===== src/rtl/mem_access_ctrl.sv =====
// Load/store unit bridging the execute stage to a valid/ready data memory (RV32 byte/half/word).
// Build option: define MISALIGN_SPLIT_EN to split word-crossing accesses into two transactions.
module mem_access_ctrl (
    input  logic        clk,
    input  logic        rst_n,
    input  logic        ReqValid,
    output logic        ReqReady,
    input  logic        ReqIsStore,
    input  logic [2:0]  ReqFunct,
    input  logic [31:0] ReqAddr,
    input  logic [31:0] ReqWData,
    output logic        MemReqValid,
    input  logic        MemReqReady,
    output logic [31:0] MemAddr,
    output logic [3:0]  MemWe,
    output logic [31:0] MemWData,
    input  logic        MemRespValid,
    input  logic [31:0] MemRespData,
    output logic        RespValid,
    output logic [31:0] RespData,
    output logic [2:0]  RespFunct,
    output logic        Stall,
    output logic        MisalignErr
);

    typedef enum logic [1:0] {
        IDLE,
        ISSUE,
        WAIT
    } state_e;

    state_e      state_q, state_d;
    logic        phase_q, phase_d;
    logic [31:0] addr_q, addr_d;
    logic [31:0] wdata_q, wdata_d;
    logic [2:0]  funct_q, funct_d;
    logic        store_q, store_d;
    logic [31:0] rdata0_q, rdata0_d;
    logic        resp_valid_q, resp_valid_d;
    logic [31:0] resp_data_q, resp_data_d;
    logic        misalign_q, misalign_d;

    function automatic logic [3:0] size_mask(input logic [1:0] sz);
        case (sz)
            2'b00:   size_mask = 4'b0001;
            2'b01:   size_mask = 4'b0011;
            default: size_mask = 4'b1111;
        endcase
    endfunction

`ifdef MISALIGN_SPLIT_EN
    function automatic logic crosses_word(input logic [1:0] sz, input logic [1:0] off);
        case (sz)
            2'b00:   crosses_word = 1'b0;
            2'b01:   crosses_word = (off == 2'd3);
            default: crosses_word = (off != 2'd0);
        endcase
    endfunction
`else
    function automatic logic is_misaligned(input logic [1:0] sz, input logic [1:0] off);
        case (sz)
            2'b00:   is_misaligned = 1'b0;
            2'b01:   is_misaligned = off[0];
            default: is_misaligned = (off != 2'd0);
        endcase
    endfunction
`endif

    logic [1:0]  off;
    logic [4:0]  sh;
    logic [7:0]  mask8;
    logic [63:0] wd64;
    logic [63:0] ld64;
    logic [31:0] ld_word;
    logic [31:0] ld_data;
    logic        crossing;
    logic        req_misalign;
    logic        issue;

    assign off  = addr_q[1:0];
    assign sh   = {off, 3'b000};
    // Both lane masks and lane data are formed as one double-word so the
    // phase-1 half is simply the spill-over of the phase-0 shift.
    assign mask8 = {4'b0000, size_mask(funct_q[1:0])} << off;
    assign wd64  = {32'd0, wdata_q} << sh;

`ifdef MISALIGN_SPLIT_EN
    assign crossing     = crosses_word(funct_q[1:0], off);
    assign req_misalign = 1'b0;
`else
    assign crossing     = 1'b0;
    assign req_misalign = is_misaligned(ReqFunct[1:0], ReqAddr[1:0]);
`endif

    assign ld64    = phase_q ? {MemRespData, rdata0_q} : {32'd0, MemRespData};
    assign ld_word = 32'(ld64 >> sh);

    always_comb begin
        case (funct_q[1:0])
            2'b00:   ld_data = {24'd0, ld_word[7:0]};
            2'b01:   ld_data = {16'd0, ld_word[15:0]};
            default: ld_data = ld_word;
        endcase
    end

    assign issue       = (state_q == ISSUE);
    assign ReqReady    = (state_q == IDLE);
    assign Stall       = ~ReqReady;
    assign MemReqValid = issue;
    assign MemAddr     = issue ? ({addr_q[31:2], 2'b00} + {29'd0, phase_q, 2'b00}) : '0;
    assign MemWe       = (issue && store_q) ? (phase_q ? mask8[7:4] : mask8[3:0]) : '0;
    assign MemWData    = (issue && store_q) ? (phase_q ? wd64[63:32] : wd64[31:0]) : '0;
    assign RespValid   = resp_valid_q;
    assign RespData    = resp_data_q;
    assign RespFunct   = funct_q;
    assign MisalignErr = misalign_q;

    always_comb begin
        state_d      = state_q;
        phase_d      = phase_q;
        addr_d       = addr_q;
        wdata_d      = wdata_q;
        funct_d      = funct_q;
        store_d      = store_q;
        rdata0_d     = rdata0_q;
        resp_valid_d = 1'b0;
        resp_data_d  = resp_data_q;
        misalign_d   = misalign_q;

        case (state_q)
            IDLE: begin
                if (ReqValid) begin
                    addr_d  = ReqAddr;
                    wdata_d = ReqWData;
                    funct_d = ReqFunct;
                    store_d = ReqIsStore;
                    phase_d = 1'b0;
                    if (req_misalign) begin
                        resp_valid_d = 1'b1;
                        resp_data_d  = '0;
                        misalign_d   = 1'b1;
                    end else begin
                        state_d = ISSUE;
                    end
                end
            end
            ISSUE: begin
                if (MemReqReady) begin
                    if (!store_q) begin
                        state_d = WAIT;
                    end else if (crossing && !phase_q) begin
                        phase_d = 1'b1;
                    end else begin
                        resp_valid_d = 1'b1;
                        resp_data_d  = '0;
                        misalign_d   = 1'b0;
                        phase_d      = 1'b0;
                        state_d      = IDLE;
                    end
                end
            end
            WAIT: begin
                if (MemRespValid) begin
                    if (crossing && !phase_q) begin
                        rdata0_d = MemRespData;
                        phase_d  = 1'b1;
                        state_d  = ISSUE;
                    end else begin
                        resp_valid_d = 1'b1;
                        resp_data_d  = ld_data;
                        misalign_d   = 1'b0;
                        phase_d      = 1'b0;
                        state_d      = IDLE;
                    end
                end
            end
            default: state_d = IDLE;
        endcase
    end

    always_ff @(posedge clk or negedge rst_n) begin
        if (!rst_n) begin
            state_q      <= IDLE;
            phase_q      <= 1'b0;
            addr_q       <= '0;
            wdata_q      <= '0;
            funct_q      <= '0;
            store_q      <= 1'b0;
            rdata0_q     <= '0;
            resp_valid_q <= 1'b0;
            resp_data_q  <= '0;
            misalign_q   <= 1'b0;
        end else begin
            state_q      <= state_d;
            phase_q      <= phase_d;
            addr_q       <= addr_d;
            wdata_q      <= wdata_d;
            funct_q      <= funct_d;
            store_q      <= store_d;
            rdata0_q     <= rdata0_d;
            resp_valid_q <= resp_valid_d;
            resp_data_q  <= resp_data_d;
            misalign_q   <= misalign_d;
        end
    end

endmodule


===== config.mk =====
export PLATFORM = sky130hd
export DESIGN_NAME = mem_access_ctrl
export DESIGN_NICKNAME = d
export VERILOG_FILES = /design/src/rtl/mem_access_ctrl.sv
export SDC_FILE = /design/constraint.sdc
export NUM_CORES = 1
export LEC_CHECK = 0
export BUFFER_PORTS_ARGS = -buffer_cell sky130_fd_sc_hd__clkbuf_2
export CELL_PAD_IN_SITES_DETAIL_PLACEMENT = 1
export CELL_PAD_IN_SITES_GLOBAL_PLACEMENT = 2
export CORE_MARGIN = 3
export CORE_UTILIZATION = 33
export CTS_BUF_LIST = sky130_fd_sc_hd__clkbuf_8
export DETAILED_ROUTE_END_ITERATION = 10
export PLACE_DENSITY = 0.95
export RECOVER_POWER = 25
export SYNTH_ARGS = -nofsm -noshare
export SYNTH_HDL_FRONTEND = slang
export SYNTH_SLANG_ARGS = --single-unit

===== constraint.sdc =====
create_clock -name clk -period 3.2 [get_ports clk]
set_input_delay 0.64 -clock clk [delete_from_list [all_inputs] [get_ports clk]]
set_output_delay 0.64 -clock clk [all_outputs]
set_load 0.005 [all_outputs]

==> results.ini <==
[routing]
drt-met1-wl_microns=7130
met3_length_microns=1170
drc_errors=0
wl_met2_microns=8060
dr.max_layer_used=met4
first_iter_violations=135
num_vias=4345
vias_per_cell=4.87
dr.pass1.iters=4
wl_per_cell_microns=18.8
drt-total-wl_microns=16800
ant_nets=0

[timing]
rsz0062_at_grt=no
finClkSkew_ns=0.00451
setup_slack_ns=0.268
hold_viol=0
post-route-period-util_pct=91.6
setup_viol=0
layout_min_cycle_time_ns=2.93
relSlewSlack_pct=-4.06
fmax_mhz=341
finalMaxSlewViolations=61
setup_tns_ns=0
tightestPinTransition_ns=1.56

[setup_path]
worstPathMaxFanout=17
rr_worst_depth=7
startpoint_type=register
worstPathArrival_ns=2.29
worstPathRequired_ns=2.56
crit_type=reg2out
r2r-start=state_q[0]
r2r_slack_ns=0.61
crit_path_end_kind=primary output
timing.rr.end=RespData[14]

[worst_hold_path]
min_path_cells=2
hp-start=ReqAddr[19]
min_to=addr_q[19]
hp-class=in2reg

[yosys]
synth_area_leader_cell=dfrtp_1
ys.flop_type=dfrtp_1
postSynthAreaPerCell_sq_um=11.4
synth_area_leaders=dfrtp_1 (48%), mux2_2 (17%), mux2i_1 (9.1%), and2_1 (4.4%), mux2_4 (3.6%)
synthMuxAreaShare_pct=29.3
yosysMostFrequentCell=dfrtp_1
synth_edf_count=0
synth_xor_area_share_pct=0
synth_compound_gate_area_share_pct=6.40
synthAdderAreaFrac_pct=0.924
synth.top_cells.by_count=dfrtp_1 (104), mux2_2 (80), mux2i_1 (49)
syn_inst=475
async_reset_ff_share_pct=100
synth-seq-cells=104
yosys.area_share.simple_pct=10.5
yosysWarnings=0
yosysUniqueCellTypes=33
synth_area_sq_um=5410
yosysTopAreaCellShare_pct=48.1
ys_seq_area_share_pct=48.1
synth_top_family_by_area=multiplexers

[pwr]
pwr-share-clk_pct=13.8
p_seq_share_pct=38.7
p_switching_mw=2.43
combPwrFrac_pct=47.6
ir_worst_vdd_mv=0.453
p_int_mw=3.78
p_sw_share_pct=39.1
powerDensity_nw_per_um2=906
leakagePower_nw=3.50

[floorplan]
core_area_sq_um=15900
io-pin-count=213
start_util_pct=34.0
dieHeight_microns=134
dieArea_sq_um=18000
rows=46
die_x_microns=134

[global_route]
grt_max_degree=61
grt_pass1_wl_microns=26100
grt-ovfl-total=0
grt_antenna_before_repair=0
grt_pass1_vias=4725
grt_usage_pct=18.5

[cells_and_area]
register_area_sq_um=2600
post-route-cell-area_sq_um=6860
fillerInstances=1834
drive_gt1_share_pct=50.7
num-nets-final=781
syn2layout_area_growth_pct=26.7
final_core_util_pct=43.0
antennaDiodeCount=0
finalNonFillerCells=893
multi_input_area_sq_um=2560

[clocking]
clk_pin_slew_ns=0.10
cts_tree=done
clock_sink_count=104
cts-buffers-inserted=9
htreeDepth=3
cts_root_buf=clkbuf_8
clockBufferDepth=2
insertion_delay_ns=0.38
cts_setup_buffers=0
cts_resized=0
cts_hold_buf=0

[run]
cap_violations=1

[place]
gp_congestion=0.853
hpwl_microns=13000
place_area_sq_um=6670
pre_cts_slack_ns=0.635
dp_cells=877
numPortBuffers=210

[run_status]
violations=max-capacitance violations, max-slew violations
status=complete, but fails checks

-- layout make-up --
class	count	area share (%)
Sequential cell	104	37.9
Multi-Input combinational cell	315	37.3
Timing Repair Buffer	220	16.6
Tap cell	216	3.94
Clock buffer	10	2.01
Inverter	22	1.22
Clock inverter	6	0.985
-- power by group through the flow --
stage | Clock (mW) | Sequential [mW] | Combinational [mW]
floorplan | 0 | 2.16 | 2.10
global route | 0.956 | 2.48 | 3.23
global placement | 0 | 2.37 | 2.88
CTS | 0.904 | 2.40 | 3.00
detailed placement | 0 | 2.43 | 2.99
finish | 0.857 | 2.40 | 2.96
-- how the worst max path moves through the flow --
stage | startpoint | to | slack, ns | cells past startpoint
2_1_floorplan | state_q[1] | MemWData[22] | 0.86 | 8
3_3_place_gp | state_q[0] | RespData[14] | 0.73 | 7
3_5_place_dp | state_q[0] | RespData[11] | 0.63 | 7
4_1_cts | state_q[1] | MemWData[28] | 0.22 | 6
5_1_grt | state_q[1] | MemWData[22] | 0.01 | 8
6_report | state_q[1] | MemWData[28] | 0.27 | 6
-- placed cells by master, fill, tap and decap left out --
master,n
buf_12,1
o211ai_1,8
inv_1,22
o221ai_2,1
dfrtp_1,103
clkinv_4,1
inv_6,2
conb_1,2
clkinvlp_4,1
o21a_1,1
or2_2,10
nand2b_1,1
nor2b_1,1
bufinv_16,1
clkinv_2,1
o22ai_1,8
buf_4,8
mux2i_1,49
nor2_1,21
mux2_2,80
nor3_1,4
a21oi_1,20
o21ai_0,3
clkbuf_2,211
or4b_2,1
nand3_1,2
dfrtp_2,1
clkbuf_8,10
and2_1,38
nand2_1,34
mux2_4,13
a32oi_1,1
and3_1,1
a211oi_1,2
o21ai_1,1
a221oi_1,8
ha_1,4
nand2_2,1
-- routing by layer --
layer	track usage, %	vias up
li1	-	2017
met1	23.0	2154
met2	31.0	149
met3	5.48	25
met4	6.00	0
met5	0	-
-- critical path: stages, from the launching register on --
cell	delay, ns
dfrtp_1	0.43
inv_1	0.09
ha_1	0.37
nand2_1	0.18
or2_2	0.47
o22ai_1	0.22
clkbuf_2	0.15
-- sequential cells by signal (all words and copies together) (netlist names) --
name         count
RespFunct        3
state_q          2
MisalignErr      1
addr_q          32
RespData        32
RespValid        1
store_q          1
wdata_q         32
-- cell families (layout without fill, tap and decap cells) --
group,Yosys count,count (layout)
fa+ha+maj,4,4
compound gates,53,53
buf+inv,57,258
simple gates,114,114
flops,104,104
other cells,1,2
mux,142,142
-- through the flow --
step,hold slack [ns],power [mW]
3_3_place_gp,0.481,5.26
4_1_cts,0.349,6.31
6_report,0.488,6.21
2_1_floorplan,0.344,4.27
5_1_grt,0.455,6.67
3_5_place_dp,0.489,5.42
No activity file was read; power rests on OpenSTA's default activity.
